`src/rtl/key_pkg.sv`:
```
// Shared types and board-level timing constants for the push-button debouncer.
package key_pkg;

    typedef enum logic [1:0] {
        IDLE     = 2'b00,
        PRESS_DB = 2'b01,
        PRESSED  = 2'b10,
        REL_DB   = 2'b11
    } key_fsm_e;

    localparam int DEB_10MS_50MHZ = 500000;
    localparam int LONG_1S_50MHZ  = 50000000;

endpackage

```
`src/rtl/key_debounce_ch.sv`:
```
// One button: 2-flop synchroniser, debounce FSM, registered level and strobes.
// Long-press detection is built only when KEY_DEBOUNCE_LONG_PRESS_EN is defined.
module key_debounce_ch
    import key_pkg::*;
#(
    parameter int DEB_CYCLES  = DEB_10MS_50MHZ,
    parameter int ACTIVE_LOW  = 1,
    parameter int LONG_CYCLES = LONG_1S_50MHZ
) (
    input  logic clk,
    input  logic reset,
    input  logic key_raw,
    output logic key_state,
    output logic press_pulse,
    output logic release_pulse,
    output logic long_pulse
);

    localparam int               CNT_W    = $clog2(DEB_CYCLES + 1);
    localparam logic [CNT_W-1:0] CNT_LAST = CNT_W'(DEB_CYCLES - 1);
    localparam logic             IDLE_LVL = (ACTIVE_LOW != 0);

    if (DEB_CYCLES < 2 || LONG_CYCLES < 1) begin : g_bad_param
        $error("key_debounce_ch: DEB_CYCLES must be >= 2 and LONG_CYCLES >= 1");
    end

    logic             sync_p0;
    logic             sync_p1;
    logic             pressed;
    key_fsm_e         state;
    key_fsm_e         state_nxt;
    logic [CNT_W-1:0] cnt;
    logic [CNT_W-1:0] cnt_nxt;
    logic             key_state_nxt;
    logic             press_nxt;
    logic             release_nxt;

    // XOR with the idle pin level normalises to pressed = 1 for either polarity.
    assign pressed = sync_p1 ^ IDLE_LVL;

    always_ff @(posedge clk) begin
        if (reset) begin
            sync_p0       <= IDLE_LVL;
            sync_p1       <= IDLE_LVL;
            state         <= IDLE;
            cnt           <= '0;
            key_state     <= 1'b0;
            press_pulse   <= 1'b0;
            release_pulse <= 1'b0;
        end else begin
            sync_p0       <= key_raw;
            sync_p1       <= sync_p0;
            state         <= state_nxt;
            cnt           <= cnt_nxt;
            key_state     <= key_state_nxt;
            press_pulse   <= press_nxt;
            release_pulse <= release_nxt;
        end
    end

    always_comb begin
        state_nxt     = state;
        cnt_nxt       = cnt;
        key_state_nxt = key_state;
        press_nxt     = 1'b0;
        release_nxt   = 1'b0;
        case (state)
            IDLE: begin
                if (pressed) begin
                    state_nxt = PRESS_DB;
                    cnt_nxt   = '0;
                end
            end
            PRESS_DB: begin
                if (!pressed) begin
                    state_nxt = IDLE;
                    cnt_nxt   = '0;
                end else if (cnt == CNT_LAST) begin
                    state_nxt     = PRESSED;
                    cnt_nxt       = '0;
                    key_state_nxt = 1'b1;
                    press_nxt     = 1'b1;
                end else begin
                    cnt_nxt = cnt + 1'b1;
                end
            end
            PRESSED: begin
                if (!pressed) begin
                    state_nxt = REL_DB;
                    cnt_nxt   = '0;
                end
            end
            REL_DB: begin
                // A bounce back to pressed is absorbed silently; key_state never dropped.
                if (pressed) begin
                    state_nxt = PRESSED;
                    cnt_nxt   = '0;
                end else if (cnt == CNT_LAST) begin
                    state_nxt     = IDLE;
                    cnt_nxt       = '0;
                    key_state_nxt = 1'b0;
                    release_nxt   = 1'b1;
                end else begin
                    cnt_nxt = cnt + 1'b1;
                end
            end
            default: begin
                state_nxt = IDLE;
                cnt_nxt   = '0;
            end
        endcase
    end

`ifdef KEY_DEBOUNCE_LONG_PRESS_EN
    localparam int                HOLD_W   = $clog2(LONG_CYCLES + 1);
    localparam logic [HOLD_W-1:0] HOLD_MAX = HOLD_W'(LONG_CYCLES);

    logic [HOLD_W-1:0] hold_cnt;

    // Cleared only on a debounced press, so REL_DB bounces keep the running count.
    always_ff @(posedge clk) begin
        if (reset) begin
            hold_cnt   <= '0;
            long_pulse <= 1'b0;
        end else begin
            long_pulse <= 1'b0;
            if (press_nxt) begin
                hold_cnt <= '0;
            end else if ((state == PRESSED || state == REL_DB) && hold_cnt != HOLD_MAX) begin
                hold_cnt <= hold_cnt + 1'b1;
                if (hold_cnt == HOLD_MAX - 1'b1) begin
                    long_pulse <= 1'b1;
                end
            end
        end
    end
`else
    assign long_pulse = 1'b0;
`endif

endmodule

```
`src/rtl/key_debounce.sv`:
```
// NKEYS independent debounced push-buttons with press/release (and optional long-press) strobes.
// Optional feature macro: KEY_DEBOUNCE_LONG_PRESS_EN (long_pulse is constant 0 without it).
module key_debounce
    import key_pkg::*;
#(
    parameter int NKEYS       = 3,
    parameter int DEB_CYCLES  = DEB_10MS_50MHZ,
    parameter int ACTIVE_LOW  = 1,
    parameter int LONG_CYCLES = LONG_1S_50MHZ
) (
    input  logic             clk,
    input  logic             reset,
    input  logic [NKEYS-1:0] key_raw,
    output logic [NKEYS-1:0] key_state,
    output logic [NKEYS-1:0] press_pulse,
    output logic [NKEYS-1:0] release_pulse,
    output logic [NKEYS-1:0] long_pulse
);

    for (genvar k = 0; k < NKEYS; k++) begin : g_key
        key_debounce_ch #(
            .DEB_CYCLES  (DEB_CYCLES),
            .ACTIVE_LOW  (ACTIVE_LOW),
            .LONG_CYCLES (LONG_CYCLES)
        ) u_ch (
            .clk           (clk),
            .reset         (reset),
            .key_raw       (key_raw[k]),
            .key_state     (key_state[k]),
            .press_pulse   (press_pulse[k]),
            .release_pulse (release_pulse[k]),
            .long_pulse    (long_pulse[k])
        );
    end

endmodule

```
`config.mk`:
```
export PLATFORM = sky130hd
export DESIGN_NAME = key_debounce
export DESIGN_NICKNAME = d
export VERILOG_FILES = /design/src/rtl/key_pkg.sv /design/src/rtl/key_debounce_ch.sv /design/src/rtl/key_debounce.sv
export SDC_FILE = /design/constraint.sdc
export NUM_CORES = 1
export LEC_CHECK = 0
export ABC_CLOCK_PERIOD_IN_PS = 4900
export CAP_MARGIN = 20
export CORE_MARGIN = 5
export CORE_UTILIZATION = 41
export DETAILED_ROUTE_END_ITERATION = 12
export GPL_ROUTABILITY_DRIVEN = 1
export SYNTH_ARGS = -nofsm -noshare
export SYNTH_HDL_FRONTEND = slang
export SYNTH_HIERARCHICAL = 1
export SYNTH_SLANG_ARGS = --single-unit
export TNS_END_PERCENT = 20
```
`constraint.sdc`:
```
create_clock -name clk -period 4.9 [get_ports clk]
set_clock_uncertainty 0.05 [all_clocks]
set_input_delay 0.98 -clock clk [delete_from_list [all_inputs] [get_ports clk]]
set_output_delay 0.98 -clock clk [all_outputs]
set_load 0.02 [all_outputs]
```
Word level (Yosys, flattened, before mapping)
Index checks and enable logic that the tools add are counted.
{"block": "totals", "ff_bits": 78, "latch_bits": 0, "ram_bits": 0, "romBits": 0, "word_cells": 147, "n_memories": 0}
{"block": "classes", "addsub": 3, "mul": 0, "div_mod_pow": 0, "order_cmp": 0, "eq_ne": 36, "shift": 0, "n_mux": 57, "bitwise": 9, "reduce_logical": 21}
{"operator": "2-to-1 mux 19 bit", "n": 15}
{"operator": "case mux 19 bit (4 select lines)", "n": 3}
{"operator": "adder 19 x 1 -> 19 bit, second input constant", "n": 3}
{"operator": "equality test 19 bit, second input constant", "n": 3}
{"operator": "2-to-1 mux 2 bit", "n": 18}
{"operator": "inequality test 2 x 1 -> 1 bit, second input constant", "n": 12}
{"operator": "case mux 2 bit (4 select lines)", "n": 3}
{"operator": "OR reduction 3 bit", "n": 6}
{"operator": "2-to-1 mux 1 bit", "n": 15}
{"operator": "AND reduction 5 bit", "n": 3}
{"operator": "equality test 2 bit, second input constant", "n": 6}
{"operator": "inequality test 2 bit, second input constant", "n": 6}
{"operator": "AND reduction 4 bit", "n": 3}
{"operator": "inequality test 3 x 1 -> 1 bit, second input constant", "n": 3}
{"operator": "inequality test 3 bit, second input constant", "n": 3}
{"operator": "NOT 1 bit", "n": 9}
{"operator": "equality test 2 x 1 -> 1 bit, second input constant", "n": 3}
{"operator": "logical NOT 2 bit", "n": 3}
{"operator": "case mux 1 bit (2 select lines)", "n": 3}
{"operator": "AND reduction 2 bit", "n": 3}
{"operator": "nonzero test 2 bit", "n": 3}

Longest topological paths before layout
{"block": "logic_depth", "ltp_word": 4, "mapped_depth": 7, "depth_no_buf": 6}

Cells and area by module
The synthesis kept the hierarchy.
{"module": "key_debounce_ch at g_key[2].u_ch", "n_inst": 1, "cells_per_inst": 151, "area_per_inst_um2": 1320.0}
{"module": "key_debounce_ch at g_key[0].u_ch", "n_inst": 1, "cells_per_inst": 143, "area_per_inst_um2": 1286.2}
{"module": "key_debounce_ch at g_key[1].u_ch", "n_inst": 1, "cells_per_inst": 150, "area_per_inst_um2": 1285.0}

Worst setup path after synthesis
Ideal clock, no wire load.
{"block": "synth_path", "path_type": "input-to-reg", "startpoint": "input reset", "endpoint": "register g_key[1].u_ch.cnt[10]", "setup_ns": 0.074, "t_arrival_ns": 1.835, "required_time_ns": 4.776, "path_slack_ns": 2.941, "cell_stages": 4, "path_buffers": 2, "path_cell_list": "clkbuf_1 -> or3_1 -> buf_1 -> a31oi_1"}
{"item": "start, declared", "line_no": "key_debounce.sv:12", "source": "input logic reset,"}
{"item": "end signal, assigned", "line_no": "key_debounce_ch.sv:54", "source": "cnt <= cnt_nxt;"}
{"item": "end, declared", "line_no": "key_debounce_ch.sv:32", "source": "logic [CNT_W-1:0] cnt;"}

==> results.py <==
metrics = {
    "outcome": {
        "outcome": "finished clean",
    },
    "floorplan": {
        "start_util_pct": 42.1,
        "core_mm2": 0.00924,
        "num_rows": 35,
        "fp.dieW_um": 107,
        "die_area_mm2": 0.0115,
        "die_y_um": 107,
        "io_pins": 17,
    },
    "place": {
        "gp_congestion": 0.754,
        "hpwl_um": 5100,
        "port_buffers": 13,
    },
    "worst_setup_path": {
        "crit_type": "primary input to flip-flop",
        "cp_slowest_cell": "a211oi_4",
        "cp-start-kind": "primary input",
        "rr_startpoint": "g_key[0].u_ch/cnt[0]$_SDFFE_PP0P_",
        "rr_worst_depth": 6,
        "slowest_delay_ns": 0.89,
        "reg2reg_to": "g_key[0].u_ch/cnt[18]$_SDFFE_PP0P_",
        "arrival_ns": 2.73,
        "r2r_slack_ns": 2.58,
        "path_cells": "buf_2 > a211oi_4 > or3b_1 > nand3_1",
        "end_kind": "flip-flop",
        "crit_fanout": 39,
        "required_ns": 5.13,
    },
    "drt": {
        "final_antenna_net_count": 0,
        "vias": 3151,
        "drt_pass1_iterations": 4,
        "drt_iter0_markers": 140,
        "wire_per_inst_um": 12.9,
        "drc": 0,
        "wl_um": 7540,
        "avgViaCountPerCell": 5.38,
    },
    "logic_synthesis": {
        "synth_fp_nets": 452,
        "synth_top_area_share_pct": 40.1,
        "ys_dominant_reg_cell": "dfxtp_1",
        "async_reset_ff_share_pct": 0,
        "ys_ff_latch": 78,
        "yosys-top-cells-area": "dfxtp_1 (40%), nand3_1 (5.0%), nand2_1 (4.1%)",
        "synth_edf_count": 0,
        "yosysTopAreaCell": "dfxtp_1",
        "syn_inst": 444,
        "syn_area_mm2": 0.00389,
        "yosysSeqAreaShare_pct": 40.1,
        "synth_warnings": 6,
        "synth.avg_cell_area_um2": 8.76,
        "synth_cell_types": 69,
    },
    "sta": {
        "drv_slew": 0,
        "fmax_mhz": 401,
        "rsz0062_at_grt": "false",
        "relSlewSlack_pct": 32.7,
        "setup-tns-final_ns": 0,
        "setup_viol": 0,
        "finalHoldViolCount": 0,
        "tightest_slew_ns": 1.00,
        "post-route-period-util_pct": 50.9,
        "layout_min_cycle_time_ns": 2.49,
    },
    "clocking": {
        "htreeDepth": 3,
        "cts_hold_buf": 0,
        "cts_buffer_depth": 2,
        "postCtsSetupBuffers": 0,
        "cts.reportedPaths.clkPinSlew_ns": 0.08,
        "cts_tree": "done",
        "cts_made_buffers": 9,
        "clk_latency_ns": 0.35,
        "cts-root-buf": "clkbuf_8",
        "cts.sinks": 78,
        "cts_resized": 0,
    },
    "global_route": {
        "grt_pass1_wl_um": 13400,
        "grt-ovfl-total": 0,
        "track_usage_pct": 14.0,
        "grt_max_degree": 40,
        "antenna_found_initial": 0,
        "grt_pass1_vias": 2974,
    },
    "cells_and_area": {
        "nets": 460,
        "antennaDiodeCount": 0,
        "drive_gt1_share_pct": 11.8,
        "final_util_pct": 46.6,
        "syn2layout_area_growth_pct": 10.8,
    },
    "hold_path": {
        "worstHoldPathCells": 1,
        "hold_class": "flip-flop to flip-flop",
        "min_to": "g_key[0].u_ch/sync_p1$_SDFF_PP1_",
        "worstHoldStart": "g_key[0].u_ch/sync_p0$_SDFF_PP1_",
    },
    "run": {
        "cap_violations": 0,
    },
    "pwr": {
        "leakagePower_uw": 0.00149,
        "power.density_mw_per_mm2": 284,
        "peakVddDrop_v": 0.000135,
    },
}
power breakdown:
group          leakage (µW)  internal [µW]  total [µW]  switching, µW
combinational      0.000749           17.6        48.5           30.9
clock              0.000108            299         533            234
sequential         0.000630            639         643           4.46
layer usage:
layer	routed length, µm	track usage (%)	vias up
li1	-	-	1648
met1	3730	17.8	1466
met2	3540	22.3	35
met3	232	3.30	2
met4	30	6.31	0
met5	0	0	-
worst max-delay path, delay by kind of cell:
kind | cells | cell delay (ns)
buf+inv | 1 | 0.36
simple gates | 2 | 0.49
compound gates | 1 | 0.89
sequential cells by signal (all words and copies together) (netlist names), named ones only:
name,count
g_key.u_ch/cnt,57
g_key.u_ch/sync_p0,3
g_key.u_ch/sync_p1,3
g_key.u_ch/release_pulse,3
g_key.u_ch/press_pulse,3
g_key.u_ch/state,3
g_key.u_ch/key_state,3
kinds of logic after synthesis:
family,Yosys count,synth area share [%]
flip-flops,78,40.1
multiplexers,15,3.89
buffers and inverters,37,4.63
AND/OR/NAND/NOR,203,30.5
AO/OA/AOI/OAI,95,16.5
other,3,0.289
XOR/XNOR,10,3.12
adder cells (fa/ha/maj),3,0.965
placed cells by master, fill, tap and decap left out, types with 6 or more instances in the layout:
cell type,n
nor3_1,6
nand2_1,43
clkbuf_8,10
a31oi_1,15
nor2_1,28
clkdlybuf4s50_1,12
nor4_1,8
dfxtp_1,78
mux2i_1,14
nand3_1,39
a21oi_1,32
or2_2,6
o21ai_0,17
and3_1,11
or3_1,9
a22o_1,9
inv_1,20
nand4_1,13
cells in the mapped netlist (3+ instances only):
library cell and count:
a211oi_4 3, a21o_1 3, a21oi_1 32, a22o_1 9, a22oi_1 3, a31oi_1 15, a41oi_1 3, and3_1 11
buf_2 5, buf_4 5, clkbuf_1 3, conb_1 3, dfxtp_1 78, ha_1 3, inv_1 20, mux2i_1 14
nand2_1 43, nand3_1 39, nand4_1 13, nand4bb_1 3, nor2_1 28, nor3_1 6, nor3_2 4, nor4_1 8
o21ai_0 17, o311ai_0 4, or2_2 6, or3_1 9, xnor2_1 3, xor2_1 4
worst max path at each step:
stage | startpoint | end | slack (ns) | depth (start not counted)
3_3_place_gp | reset | g_key[1].u_ch/cnt[18]$_SDFFE_PP0P_ | 2.05 | 4
5_1_grt | reset | g_key[0].u_ch/cnt[18]$_SDFFE_PP0P_ | 2.27 | 4
3_5_place_dp | reset | g_key[1].u_ch/cnt[18]$_SDFFE_PP0P_ | 1.96 | 4
4_1_cts | reset | g_key[1].u_ch/cnt[18]$_SDFFE_PP0P_ | 2.35 | 4
6_report | reset | g_key[0].u_ch/cnt[18]$_SDFFE_PP0P_ | 2.41 | 4
2_1_floorplan | reset | g_key[1].u_ch/cnt[10]$_SDFFE_PP0P_ | 2.94 | 4
through the flow:
stage / instance area (µm²) / hold WS [ns] / instances / setup WS (ns) / power (µW)
detailed placement: 4070 / 0.344 / 569 / 1.96 / 707
global placement: 4070 / 0.343 / 569 / 2.05 / 706
global route: 4310 / 0.383 / 586 / 2.27 / 1280
floorplan: 3890 / 0.339 / 444 / 2.94 / 694
finish: 4310 / 0.362 / 586 / 2.41 / 1220
CTS: 4300 / 0.364 / 585 / 2.35 / 1250
cell type report:
class	instances	area, µm²
Multi-Input combinational cell	329	2150
Fill cell	911	4930
Inverter	20	75.1
Timing Repair Buffer	14	140
Tap cell	129	161
Sequential cell	78	1560
Clock inverter	6	85.1
Clock buffer	10	138
(Power assumes the default switching activity.)
